## src/rtl/muldiv_pkg.sv

```systemverilog
// Shared types and constants for the multi-cycle multiply/divide sequencer.
package muldiv_pkg;

    localparam int DEFAULT_WIDTH = 32;

    typedef enum logic [2:0] {
        IDLE  = 3'd0,
        PREP  = 3'd1,
        RUN   = 3'd2,
        FIXUP = 3'd3,
        DONE  = 3'd4
    } state_t;

    // ALU control[1:0] when control[3:2] = 2'b11
    localparam logic [1:0] OP_MULU = 2'b00;
    localparam logic [1:0] OP_DIVU = 2'b01;
    localparam logic [1:0] OP_MUL  = 2'b10;
    localparam logic [1:0] OP_DIV  = 2'b11;

endpackage

```

## src/rtl/muldiv_step.sv

```systemverilog
// One radix-2 iteration: shift-add for multiply, restoring trial-subtract for divide.
// acc holds the partial product high half / partial remainder; quo holds multiplier / dividend-quotient.
module muldiv_step
    import muldiv_pkg::*;
#(
    parameter int WIDTH = DEFAULT_WIDTH
) (
    input  logic             is_div,
    input  logic [WIDTH-1:0] acc,
    input  logic [WIDTH-1:0] quo,
    input  logic [WIDTH-1:0] m,
    output logic [WIDTH-1:0] acc_next,
    output logic [WIDTH-1:0] quo_next
);

    logic [WIDTH:0]   sum;
    logic [WIDTH:0]   shifted;
    logic [WIDTH-1:0] diff;
    logic             fits;

    always_comb begin
        sum     = {1'b0, acc} + (quo[0] ? {1'b0, m} : '0);
        shifted = {acc, quo[WIDTH-1]};
        // remainder < divisor, so the difference always fits back into WIDTH bits
        diff    = shifted[WIDTH-1:0] - m;
        fits    = (shifted >= {1'b0, m});
        if (is_div) begin
            acc_next = fits ? diff : shifted[WIDTH-1:0];
            quo_next = {quo[WIDTH-2:0], fits};
        end else begin
            acc_next = sum[WIDTH:1];
            quo_next = {sum[0], quo[WIDTH-1:1]};
        end
    end

endmodule

```

## src/rtl/muldiv_sequencer.sv

```systemverilog
// Multi-cycle multiply/divide controller feeding HI/LO; stalls the pipeline through busy.
// Define MULDIV_SIGNED_EN to make op 10/11 signed; otherwise op[1] is ignored.
module muldiv_sequencer
    import muldiv_pkg::*;
#(
    parameter int WIDTH = DEFAULT_WIDTH
) (
    input  logic             clk,
    input  logic             reset,
    input  logic             start,
    input  logic [1:0]       op,
    input  logic [WIDTH-1:0] in1,
    input  logic [WIDTH-1:0] in2,
    input  logic             kill,
    output logic             busy,
    output logic             done,
    output logic             dz,
    output logic [WIDTH-1:0] hi,
    output logic [WIDTH-1:0] lo
);

    localparam int             CW   = $clog2(WIDTH);
    localparam logic [CW-1:0]  LAST = CW'(WIDTH - 1);

    state_t           state_reg, state_next;
    logic [CW-1:0]    cnt_reg;
    logic [WIDTH-1:0] acc_reg, quo_reg, m_reg;
    logic             is_div_reg;
    logic [WIDTH-1:0] hi_reg, lo_reg;
    logic             dz_reg;

    logic             accept;
    logic             div_zero;
    logic [WIDTH-1:0] step_acc, step_quo;
    logic [WIDTH-1:0] abs_quo, abs_m;
    logic [WIDTH-1:0] fix_hi, fix_lo;

    assign accept   = (state_reg == IDLE) && start && !kill;
    assign div_zero = is_div_reg && (m_reg == '0);

    muldiv_step #(.WIDTH(WIDTH)) u_step (
        .is_div   (is_div_reg),
        .acc      (acc_reg),
        .quo      (quo_reg),
        .m        (m_reg),
        .acc_next (step_acc),
        .quo_next (step_quo)
    );

`ifdef MULDIV_SIGNED_EN
    logic signed_reg, neg_q_reg, neg_r_reg;
    logic neg_a, neg_b;
    logic [2*WIDTH-1:0] prod;

    assign neg_a = signed_reg && quo_reg[WIDTH-1];
    assign neg_b = signed_reg && m_reg[WIDTH-1];

    always_ff @(posedge clk or posedge reset) begin
        if (reset) begin
            signed_reg <= 1'b0;
            neg_q_reg  <= 1'b0;
            neg_r_reg  <= 1'b0;
        end else if (accept) begin
            signed_reg <= op[1];
        end else if (state_reg == PREP) begin
            neg_q_reg <= neg_a ^ neg_b;
            neg_r_reg <= neg_a;
        end
    end

    always_comb begin
        abs_quo = neg_a ? -quo_reg : quo_reg;
        abs_m   = neg_b ? -m_reg : m_reg;
        prod    = {acc_reg, quo_reg};
        if (neg_q_reg)
            prod = -prod;
        if (is_div_reg) begin
            fix_hi = neg_r_reg ? -acc_reg : acc_reg;
            fix_lo = neg_q_reg ? -quo_reg : quo_reg;
        end else begin
            fix_hi = prod[2*WIDTH-1:WIDTH];
            fix_lo = prod[WIDTH-1:0];
        end
    end
`else
    logic unused_op_bit;
    assign unused_op_bit = op[1];
    assign abs_quo = quo_reg;
    assign abs_m   = m_reg;
    assign fix_hi  = acc_reg;
    assign fix_lo  = quo_reg;
`endif

    always_ff @(posedge clk or posedge reset) begin
        if (reset)
            state_reg <= IDLE;
        else
            state_reg <= state_next;
    end

    always_comb begin
        state_next = state_reg;
        case (state_reg)
            IDLE:    if (start) state_next = PREP;
            PREP:    state_next = div_zero ? DONE : RUN;
            RUN:     if (cnt_reg == LAST) state_next = FIXUP;
            FIXUP:   state_next = DONE;
            DONE:    state_next = IDLE;
            default: state_next = IDLE;
        endcase
        // a flush abandons the operation wherever it is, and blocks a start in IDLE
        if (kill)
            state_next = IDLE;
    end

    always_comb begin
        busy = (state_reg != IDLE);
        done = (state_reg == DONE);
    end

    always_ff @(posedge clk or posedge reset) begin
        if (reset) begin
            cnt_reg    <= '0;
            acc_reg    <= '0;
            quo_reg    <= '0;
            m_reg      <= '0;
            is_div_reg <= 1'b0;
            hi_reg     <= '0;
            lo_reg     <= '0;
            dz_reg     <= 1'b0;
        end else begin
            case (state_reg)
                IDLE: if (accept) begin
                    quo_reg    <= in1;
                    m_reg      <= in2;
                    is_div_reg <= op[0];
                end
                PREP: begin
                    acc_reg <= '0;
                    cnt_reg <= '0;
                    quo_reg <= abs_quo;
                    m_reg   <= abs_m;
                end
                RUN: begin
                    acc_reg <= step_acc;
                    quo_reg <= step_quo;
                    cnt_reg <= cnt_reg + CW'(1);
                end
                default: ;
            endcase
            // HI/LO/dz are written on the edge that enters DONE; quo_reg still holds the raw dividend in PREP
            if (!kill) begin
                if (state_reg == PREP && div_zero) begin
                    hi_reg <= quo_reg;
                    lo_reg <= '1;
                    dz_reg <= 1'b1;
                end else if (state_reg == FIXUP) begin
                    hi_reg <= fix_hi;
                    lo_reg <= fix_lo;
                    dz_reg <= 1'b0;
                end
            end
        end
    end

    assign hi = hi_reg;
    assign lo = lo_reg;
    assign dz = dz_reg;

endmodule

```

## config.mk

```make
export PLATFORM = sky130hd
export DESIGN_NAME = muldiv_sequencer
export DESIGN_NICKNAME = d
export VERILOG_FILES = /design/src/rtl/muldiv_pkg.sv /design/src/rtl/muldiv_step.sv /design/src/rtl/muldiv_sequencer.sv
export SDC_FILE = /design/constraint.sdc
export NUM_CORES = 1
export LEC_CHECK = 0
export ABC_AREA = 1
export CAP_MARGIN = 20
export CORE_AREA = 2 2 220 222
export DETAILED_ROUTE_END_ITERATION = 12
export DIE_AREA = 0 0 222 224
export PLACE_DENSITY_LB_ADDON = 0.1
export SYNTH_ARGS = -nofsm -noshare
export SYNTH_HDL_FRONTEND = slang
export SYNTH_SLANG_ARGS = --single-unit
export TNS_END_PERCENT = 10
```

## constraint.sdc

```tcl
create_clock -name clk -period 8.9 [get_ports clk]
set_input_delay 2.67 -clock clk [delete_from_list [all_inputs] [get_ports clk]]
set_output_delay 2.67 -clock clk [all_outputs]
set_load 0.05 [all_outputs]
```

==> results of run 1 <==
[layout make-up]
cell class,instances,area (sq um)
Sequential cell,170,4260
Timing Repair Buffer,146,1430
Inverter,299,1130
Clock buffer,19,453
Tap cell,615,769
Fill cell,5362,31800
Clock inverter,13,106
Multi-Input combinational cell,1555,7440
[layer usage]
layer,wire [um],part of all wire
met5,0,0
met4,1010,0.021
met3,1860,0.038
met2,21300,0.44
met1,24600,0.50
[synthesized netlist by cell type, types with 3 or more instances]
master,number
nand3b_1,6
inv_2,3
buf_2,6
a31oi_1,3
nor4_1,3
o21ai_0,135
nand2_1,849
xor2_1,3
nor3_1,12
o21bai_1,7
ha_1,66
a21oi_2,3
nand4_1,12
buf_4,10
nor2_1,121
buf_1,10
a21oi_1,67
inv_1,295
and2_1,3
or2_2,3
clkbuf_1,43
o211ai_1,34
dfrtp_1,170
buf_6,3
nand3_1,189
xnor2_1,9
o31ai_1,3
[cells by family (layout without fill, tap and decap cells)]
group | count (synthesis) | count (layout) | synth area share
XOR/XNOR | 12 | 12 | 0.00800
buffers and inverters | 371 | 477 | 0.111
flip-flops | 170 | 170 | 0.324
adder cells (fa/ha/maj) | 68 | 68 | 0.0659
AND/OR/NAND/NOR | 1212 | 1212 | 0.379
AO/OA/AOI/OAI | 263 | 263 | 0.112
[stage by stage]
stage	setup WS, ps	area, sq um	hold slack [ps]	power [mW]
after floorplan	1630	13100	473	3.88
after global placement	3530	15000	458	5.04
after detailed placement	3530	15000	459	5.06
after CTS	4010	15600	476	5.83
after global routing	3810	15600	489	6.31
final	4050	15600	472	5.78
[report_power, final]
part	internal, mW	switching [mW]
Clock	0.378	0.362
Sequential	1.08	0.323
Combinational	1.12	2.52
Total	2.58	3.20
[cell usage in the layout (no fill, tap or decap), types with 17 or more instances in the layout]
cell               n
dfrtp_1          169
clkbuf_16         17
o211ai_1          34
o21ai_0          135
nand2_1          849
ha_1              66
a21oi_1           67
nor2_1           121
clkdlybuf4s50_1  135
inv_1            293
nand3_1          189
[path summary, 6_finish.rpt]
| check | startpoint | to | slack (ps) |
|---|---|---|---|
| min in group asynchronous | reset | lo[4] | 2680 |
| hold reg to reg | lo[22] | lo[22] | 470 |
| setup reg to reg | is_div_reg | hi[20] | 5480 |
| max in group asynchronous | reset | is_div_reg | 4850 |
| setup / recovery | kill | abs_quo[31] | 4050 |
| hold / removal | lo[22] | lo[22] | 470 |
[worst register-to-register path: stages (launching register included)]
cell,delay [ps]
dfrtp_2,860
nand3_1,220
nor3_1,450
nand4_4,130
buf_4,380
a21oi_4,390
buf_4,600
nand2_1,230
nand2_1,110
==> summary.txt, run 1 <==
Final layout
  – Diode count: 0
  – Final Non-Filler Cells: ~2800
  – Layout cells sized above 1: 0.0300
  – Core Util, Final: 0.329
  – Final nets: about 2300
  – Area delta synth->final: 18.7%

Die
  – Die ar.: approximately 0.050 sq mm
  – Core ar.: between 0.04 and 0.05 sq mm
  – Ports: roughly 140
  – Initial Util: 0.277
  – Die Ht: 224 um
  – Chip width: around 220 um
  – Rows: 80

Logic synthesis
  – Ranking of synthesized cells by area: dfrtp_1 32%, nand2_1 24%, inv_1 8.4%
  – Ys flop type: dfrtp_1
  – Synth top area share: 0.324
  – Syn_area_per_cell: 6.26 sq um
  – Syn. warnings: 0
  – Syn nets: 2234
  – Mapped Area: 0.0131 sq mm
  – Async SR Flop Fraction: 1.00
  – Seq/Total Area, Yosys: 0.324
  – Post-synth EDFFs: 0
  – Yosys top cell by area: dfrtp_1
  – Post-Syn Instances: 2096
  – Distinct cells, synth: between 40 and 50
  – Flops & latches, synth: between 150 and 200

Timing
  – Slew Limit Fails: 0
  – Skew final: ~13 ps
  – Final setup violation count: 0
  – Final Hold Viols: 0
  – Worst-margin pin slew: between 1000 and 1500 ps
  – Setup TNS: 0 ps
  – Crit path time final: roughly 4800 ps
  – Crit share post-route: 0.545
  – Slew headroom: 0.305
  – RSZ-0062 raised after global routing: no
  – F_max: ~0.21 GHz

GRT
  – GRT met3 Usage: 0.0189
  – Gr busiest metal: met2
  – Vias in the first global route: between 10000 and 15000
  – First-pass GRT wire length: just under 80000 um
  – Met2 Use GR: 0.315
  – Total GRT Usage: 0.200
  – Largest net degree at the start of global routing: 99
  – Met1 Resource Use GR: 0.289
  – Gr ovfl total: 0
  – Initial antenna violation count: 0

Pwr
  – Leak: between 8 and 9 nW
  – Power Dens Cells: approximately 370 mW/mm^2
  – Worst vdd ir: around 140 uV

Setup path
  – Worst-path maximum fanout: 49
  – Buf+Inv Stages, Crit Path: 3
  – CP delay by family, top: buffers and inverters
  – Req. time, crit path: about 9300 ps
  – Critical Path Slowest Stage Cell: buf_4
  – CP Class: in -> reg
  – Setup crit end kind: flop
  – Largest stage delay, worst path: about 630 ps
  – CP most frequent cell: nand3_1
  – Worst Reg2Reg Path Length in Cells: 8
  – Startpoint types: input pin
  – Levels on crit path: 7
  – Critical path arrival: between 5000 and 6000 ps
  – Critical path cell sequence: clkdlybuf4s50_1, nor2_1, nand3_1, inv_2, buf_4, nand3_1, o211ai_1

Job
  – Max Cap Viol: 0

Place
  – Routability Congestion: ~0.9
  – DP Wirelength: 37800 um
  – DP Cell Count: between 2000 and 3000
  – # port buffers: about 140

Clock tree
  – CTS root buffer: clkbuf_16
  – Resized cells post-CTS: 0
  – CTS tree: done
  – Hold Buf Count CTS: 0
  – Bufs on Longest Clock Path: 2
  – CTS Buf Count: 17
  – Worst-skew pair later-pin latency: ~460 ps
  – Setup bufs post-CTS: 0
  – CTS clk-pin slew, worst paths: ~70 ps
  – Clock Sink Count: 170
  – H-tree level count: 4

Route
  – Drt total wl: about 49000 um
  – Initial drt markers: roughly 940
  – Post-DRT Antenna Nets: 0
  – Number of remaining DRC errors: 0
  – Wire per inst: approximately 17 um
  – Routed vias/inst: around 4.7
  – TritonRoute pass-1 iters: 5
  – Via count: about 13000

Hold path
  – Hold crit path type: reg -> reg
  – Worst hold stages: 2

Run status
  – Status: finished, final reports clean
Power figures use the tool's default switching activity.
==> run 2: changes to the inputs <==
==> constraint.sdc (replaced) <==
create_clock -name clk -period 4.45 [get_ports clk]
set_input_delay 1.335 -clock clk [delete_from_list [all_inputs] [get_ports clk]]
set_output_delay 1.335 -clock clk [all_outputs]
set_load 0.05 [all_outputs]
==> run 2 against run 1 <==
Clock skew shrank 2.9 ps. Worst setup slack lost 3000 ps. Critical endpoint is now done. Global-route usage shrank 0.52 points. First-iteration DRC count shrank 7.0%. Sequential power grew 96%.
==> summary.txt, run 2 (same netlist as run 1, synthesis figures left out) <==
Run status
  – Status: finished, final reports clean

Hold path
  – Hold path endpoint: lo[0]
  – Worst hold stages: 2
  – Min-delay src: lo[0]
  – Hold crit path type: reg -> reg

Timing
  – Slew headroom: 0.384
  – Final Hold Viols: 0
  – Final worst slack: 1080 ps
  – Skew final: roughly 9.7 ps
  – F_max: 0.297 GHz
  – Crit share post-route: 0.757
  – Worst-margin pin slew: about 900 ps
  – Final setup violation count: 0
  – Setup TNS: 0 ps
  – Slew Limit Fails: 0
  – Crit path time final: ~3400 ps
  – RSZ-0062 raised after global routing: no

Final layout
  – Diode count: 0
  – Final nets: roughly 2300
  – Final Non-Filler Cells: approximately 2800
  – Reg area: 0.00426 sq mm
  – Multi-input gate area: between 0.007 and 0.008 sq mm
  – Commonest non-fill, non-tap cell in the layout: nand2_1
  – Filler instances: around 5300
  – Layout cells sized above 1: 0.0295
  – Final instance area: about 0.016 sq mm
  – Commonest non-fill, non-tap cells in the layout: 849 x nand2_1, 293 x inv_1, 189 x nand3_1, 169 x dfrtp_1
  – Area delta synth->final: 19.2%

Clock tree
  – H-tree level count: 4
  – CTS Buf Count: 17
  – Bufs on Longest Clock Path: 2
  – Worst-skew pair later-pin latency: between 400 and 500 ps
  – Setup bufs post-CTS: 0
  – CTS clk-pin slew, worst paths: roughly 70 ps
  – CTS tree: done
  – Resized cells post-CTS: 0
  – CTS root buffer: clkbuf_16
  – Clock Sink Count: 170
  – Hold Buf Count CTS: 0

GRT
  – First-pass GRT wire length: roughly 75000 um
  – Initial antenna violation count: 0
  – Gr ovfl total: 0
  – Total GRT Usage: 0.195
  – Largest net degree at the start of global routing: 121
  – Vias in the first global route: around 13000

Setup path
  – Req. time, crit path: about 3100 ps
  – Largest stage delay, worst path: about 900 ps
  – Startpoint types: flop
  – Worst-path maximum fanout: 6
  – Worst r2r src: abs_quo[0]
  – Critical Path Slowest Stage Cell: clkdlybuf4s50_1
  – Critical path cell sequence: nor3_1, clkdlybuf4s50_1
  – Reg2reg setup slack: ~1400 ps
  – R2r endpoint: acc_reg[29]
  – Worst Reg2Reg Path Length in Cells: 16
  – CP delay by family, top: buffers and inverters
  – Critical path arrival: roughly 2000 ps
  – CP Class: reg -> out
  – Buf+Inv Stages, Crit Path: 1
  – Setup crit end kind: primary output

Die
  – Initial Util: 0.277
  – Core ar.: roughly 0.047 sq mm
  – Die Ht: 224 um
  – Chip width: 222 um
  – Rows: 80
  – Ports: roughly 140
  – Die ar.: 0.0497 sq mm

Job
  – Max Cap Viol: 0

Place
  – # port buffers: 135
  – Routability Congestion: ~0.92
  – Placement Cell Area: between 0.015 and 0.02 sq mm
  – DP Cell Count: 2789
  – DP Wirelength: between 30000 and 40000 um
  – Pre-CTS setup slack: roughly 1100 ps

Pwr
  – Total power: approximately 12 mW
  – Power Dens Cells: around 740 mW/mm^2
  – Worst vdd ir: approximately 290 uV
  – Leak: between 8 and 9 nW

Route
  – Via count: 13300
  – Number of remaining DRC errors: 0
  – Routed vias/inst: around 4.7
  – Drt total wl: roughly 48000 um
  – Post-DRT Antenna Nets: 0
  – TritonRoute pass-1 iters: 5
  – Initial drt markers: approximately 870
  – Wire per inst: approximately 17 um
## run 2: cell count changes in the layout (fill, tap and decap cells not counted), sizes merged
| cell | change |
|---|---|
| buf | +4 |
| clkinvlp | +1 |
| inv | -5 |
| bufinv | +3 |
| clkinv | -2 |
| clkbuf | +1 |
## run 2: metrics by stage
step / utilization / hold slack [ps]
2_1_floorplan: - / 473
3_3_place_gp: 0.318 / 456
3_5_place_dp: 0.318 / 457
4_1_cts: 0.331 / 475
5_1_grt: 0.331 / 488
6_report: 0.331 / 466
## run 2: worst max-delay path by stage
stage                 startpoint          end  slack (ps)  cells past startpoint
finish              state_reg[0]         done        1080                      2
global route        state_reg[0]         busy        1000                      3
CTS                 state_reg[0]         done        1060                      2
detailed placement          kill  abs_quo[16]        1080                      6
global placement            kill  abs_quo[18]        1080                      6
floorplan                  reset     abs_m[0]         950                      1
## run 2: metal layers
| metal | track usage | vias up | share of wire |
|---|---|---|---|
| li1 | - | 6825 | - |
| met2 | 0.310 | 276 | 0.44 |
| met1 | 0.278 | 6111 | 0.51 |
| met5 | 0 | - | 0 |
| met4 | 0.0608 | 0 | 0.020 |
| met3 | 0.0192 | 40 | 0.032 |
## run 2: where the power goes
part,internal [mW],switching [mW]
Clock,0.880,0.680
Sequential,2.16,0.590
Combinational,2.26,5.05
Total,5.30,6.33
## run 2: layout make-up
class                      count  share of cell area
multi-input combinational   1555               0.475
sequential                   170               0.272
timing repair buffer         150              0.0943
inverter                     299              0.0720
tap                          615              0.0492
clock buffer                  20              0.0279
clock inverter                10             0.00927
## run 2: tightest hold or removal path, delay by kind of cell, from the launching register on
| family | cells | cell delay, ps |
|---|---|---|
| flops | 1 | 340 |
| simple gates | 2 | 90 |
==> run 3: changes to the inputs <==
==> constraint.sdc (replaced) <==
create_clock -name clk -period 3.35 [get_ports clk]
set_input_delay 1.005 -clock clk [delete_from_list [all_inputs] [get_ports clk]]
set_output_delay 1.005 -clock clk [all_outputs]
set_load 0.05 [all_outputs]
==> run 3 against run 2 <==
Combinational power rose by 35%. Power is 35% higher. Clock power is 35% higher. Critical path depth unchanged. Global-route usage is 0.41 points higher. Worst setup slack got worse by 740 ps. Worst hold slack gained 5.9 ps. Wire length grew 2.3%. Clock skew increased by 1.9 ps. First-iteration DRC count up 7.1%. Final cell count grew 0.60%.
==> summary.txt, run 3 (same netlist as run 1, synthesis figures left out) <==
Run status
  – Status: finished, final reports clean

Route
  – Wire per inst: ~17 um
  – Number of remaining DRC errors: 0
  – TritonRoute pass-1 iters: 6
  – Routed vias/inst: 4.68
  – Met2 wire length: 20800 um
  – Highest metal used: met4
  – Initial drt markers: 933
  – Via count: 13300
  – Post-DRT Antenna Nets: 0
  – WL met1: around 25000 um
  – Met3 wire len: between 1500 and 2000 um
  – Drt total wl: 48600 um

Die
  – Die Ht: roughly 220 um
  – Ports: 137
  – Rows: 80
  – Chip width: about 220 um
  – Die ar.: 0.0497 sq mm
  – Core ar.: 0.0473 sq mm
  – Initial Util: 0.277

Setup path
  – CP Class: reg -> out
  – Critical path cell sequence: nor3_1, clkdlybuf4s50_1
  – Worst Reg2Reg Path Length in Cells: 15
  – Critical path arrival: approximately 2000 ps
  – Critical Path Slowest Stage Cell: clkdlybuf4s50_1
  – Reg2reg setup slack: about 400 ps
  – Largest stage delay, worst path: roughly 870 ps
  – Setup crit end kind: primary output
  – Worst-path maximum fanout: 6
  – R2r endpoint: acc_reg[29]
  – Req. time, crit path: ~2300 ps
  – Startpoint types: flop
  – Worst r2r src: abs_quo[0]

Clock tree
  – CTS clk-pin slew, worst paths: around 70 ps
  – Hold Buf Count CTS: 0
  – CTS root buffer: clkbuf_16
  – Bufs on Longest Clock Path: 2
  – CTS tree: done
  – Resized cells post-CTS: 0
  – Clock Sink Count: 170
  – Setup bufs post-CTS: 0
  – H-tree level count: 4
  – Worst-skew pair later-pin latency: 470 ps
  – CTS Buf Count: 17

Timing
  – Final setup violation count: 0
  – Crit path time final: 3010 ps
  – F_max: roughly 0.33 GHz
  – Slew headroom: 0.334
  – Final hold slack: 472 ps
  – Setup TNS: 0 ps
  – RSZ-0062 raised after global routing: no
  – Final Hold Viols: 0
  – Slew Limit Fails: 0
  – Final worst slack: between 300 and 400 ps
  – Crit share post-route: 0.899
  – Skew final: around 12 ps
  – Worst-margin pin slew: ~1000 ps

Pwr
  – Sw frac: 0.546
  – Leak: 8.37 nW
  – Total power: 15.6 mW
  – Power Dens Cells: 987 mW/mm^2
  – Net Sw Power: approximately 8.5 mW
  – Combinational fraction of design power: 0.632
  – Clock Power Share: 0.135
  – Worst vdd ir: just over 500 uV
  – Internal power: 7.09 mW
  – Seq pwr share: 0.233

Place
  – DP Cell Count: approximately 2800
  – Pre-CTS setup slack: about 430 ps
  – Routability Congestion: 0.878
  – # port buffers: 135
  – DP Wirelength: 38200 um
  – Placement Cell Area: about 0.015 sq mm

GRT
  – Gr ovfl total: 0
  – First-pass GRT wire length: approximately 76000 um
  – Largest net degree at the start of global routing: just under 100
  – Initial antenna violation count: 0
  – Vias in the first global route: 12900
  – Total GRT Usage: 0.199

Hold path
  – Hold path endpoint: lo[9]
  – Hold crit path type: reg -> reg
  – Worst hold stages: 2
  – Min-delay src: lo[9]

Job
  – Max Cap Viol: 0

Final layout
  – Final instance area: between 0.015 and 0.02 sq mm
  – Layout cells sized above 1: 0.0383
  – Diode count: 0
  – Commonest non-fill, non-tap cells in the layout: 849 x nand2_1, 293 x inv_1, 189 x nand3_1, 169 x dfrtp_1
  – Area delta synth->final: 20.6%
  – Core Util, Final: 0.335
  – Commonest non-fill, non-tap cell in the layout: nand2_1
  – Final Non-Filler Cells: about 2800
  – Final nets: about 2300
run 3: cell count changes in the layout (fill, tap and decap cells not counted), sizes merged:
cell / previous run / this run
clkinv: 4 / 6
bufinv: 3 / 2
inv: 299 / 302
clkbuf: 20 / 18
buf: 15 / 30
run 3: worst max-delay path, delay by kind of cell (launching register included):
family	cells	cell delay [ps]
simple gates	1	210
flops	1	460
buf+inv	1	870
run 3: power groups by stage:
stage / clock (mW) / combinational, mW / sequential [mW]
floorplan: 0 / 5.87 / 4.43
global placement: 0 / 9.87 / 3.67
detailed placement: 0 / 9.88 / 3.68
CTS: 2.17 / 9.92 / 3.64
global route: 2.24 / 11.0 / 3.75
finish: 2.11 / 9.88 / 3.65
run 3: how the worst max path moves through the flow:
stage	start	end	slack, ps	depth (start not counted)
floorplan	reset	abs_m[0]	180	1
global placement	abs_quo[0]	acc_reg[29]	430	15
detailed placement	abs_quo[0]	acc_reg[29]	430	15
CTS	state_reg[0]	done	300	2
global route	abs_quo[0]	acc_reg[29]	110	16
finish	state_reg[0]	done	340	2
run 3: layer usage:
| metal | track usage | vias up |
|---|---|---|
| li1 | - | 6852 |
| met4 | 0.0693 | 0 |
| met3 | 0.0228 | 48 |
| met2 | 0.307 | 322 |
| met5 | 0 | - |
| met1 | 0.287 | 6062 |
run 3: layout make-up:
class | count | area [sq um]
fill | 5289 | 31500
multi-input combinational | 1555 | 7440
sequential | 170 | 4260
timing repair buffer | 165 | 1650
inverter | 299 | 1130
tap | 615 | 769
clock buffer | 18 | 439
clock inverter | 14 | 160
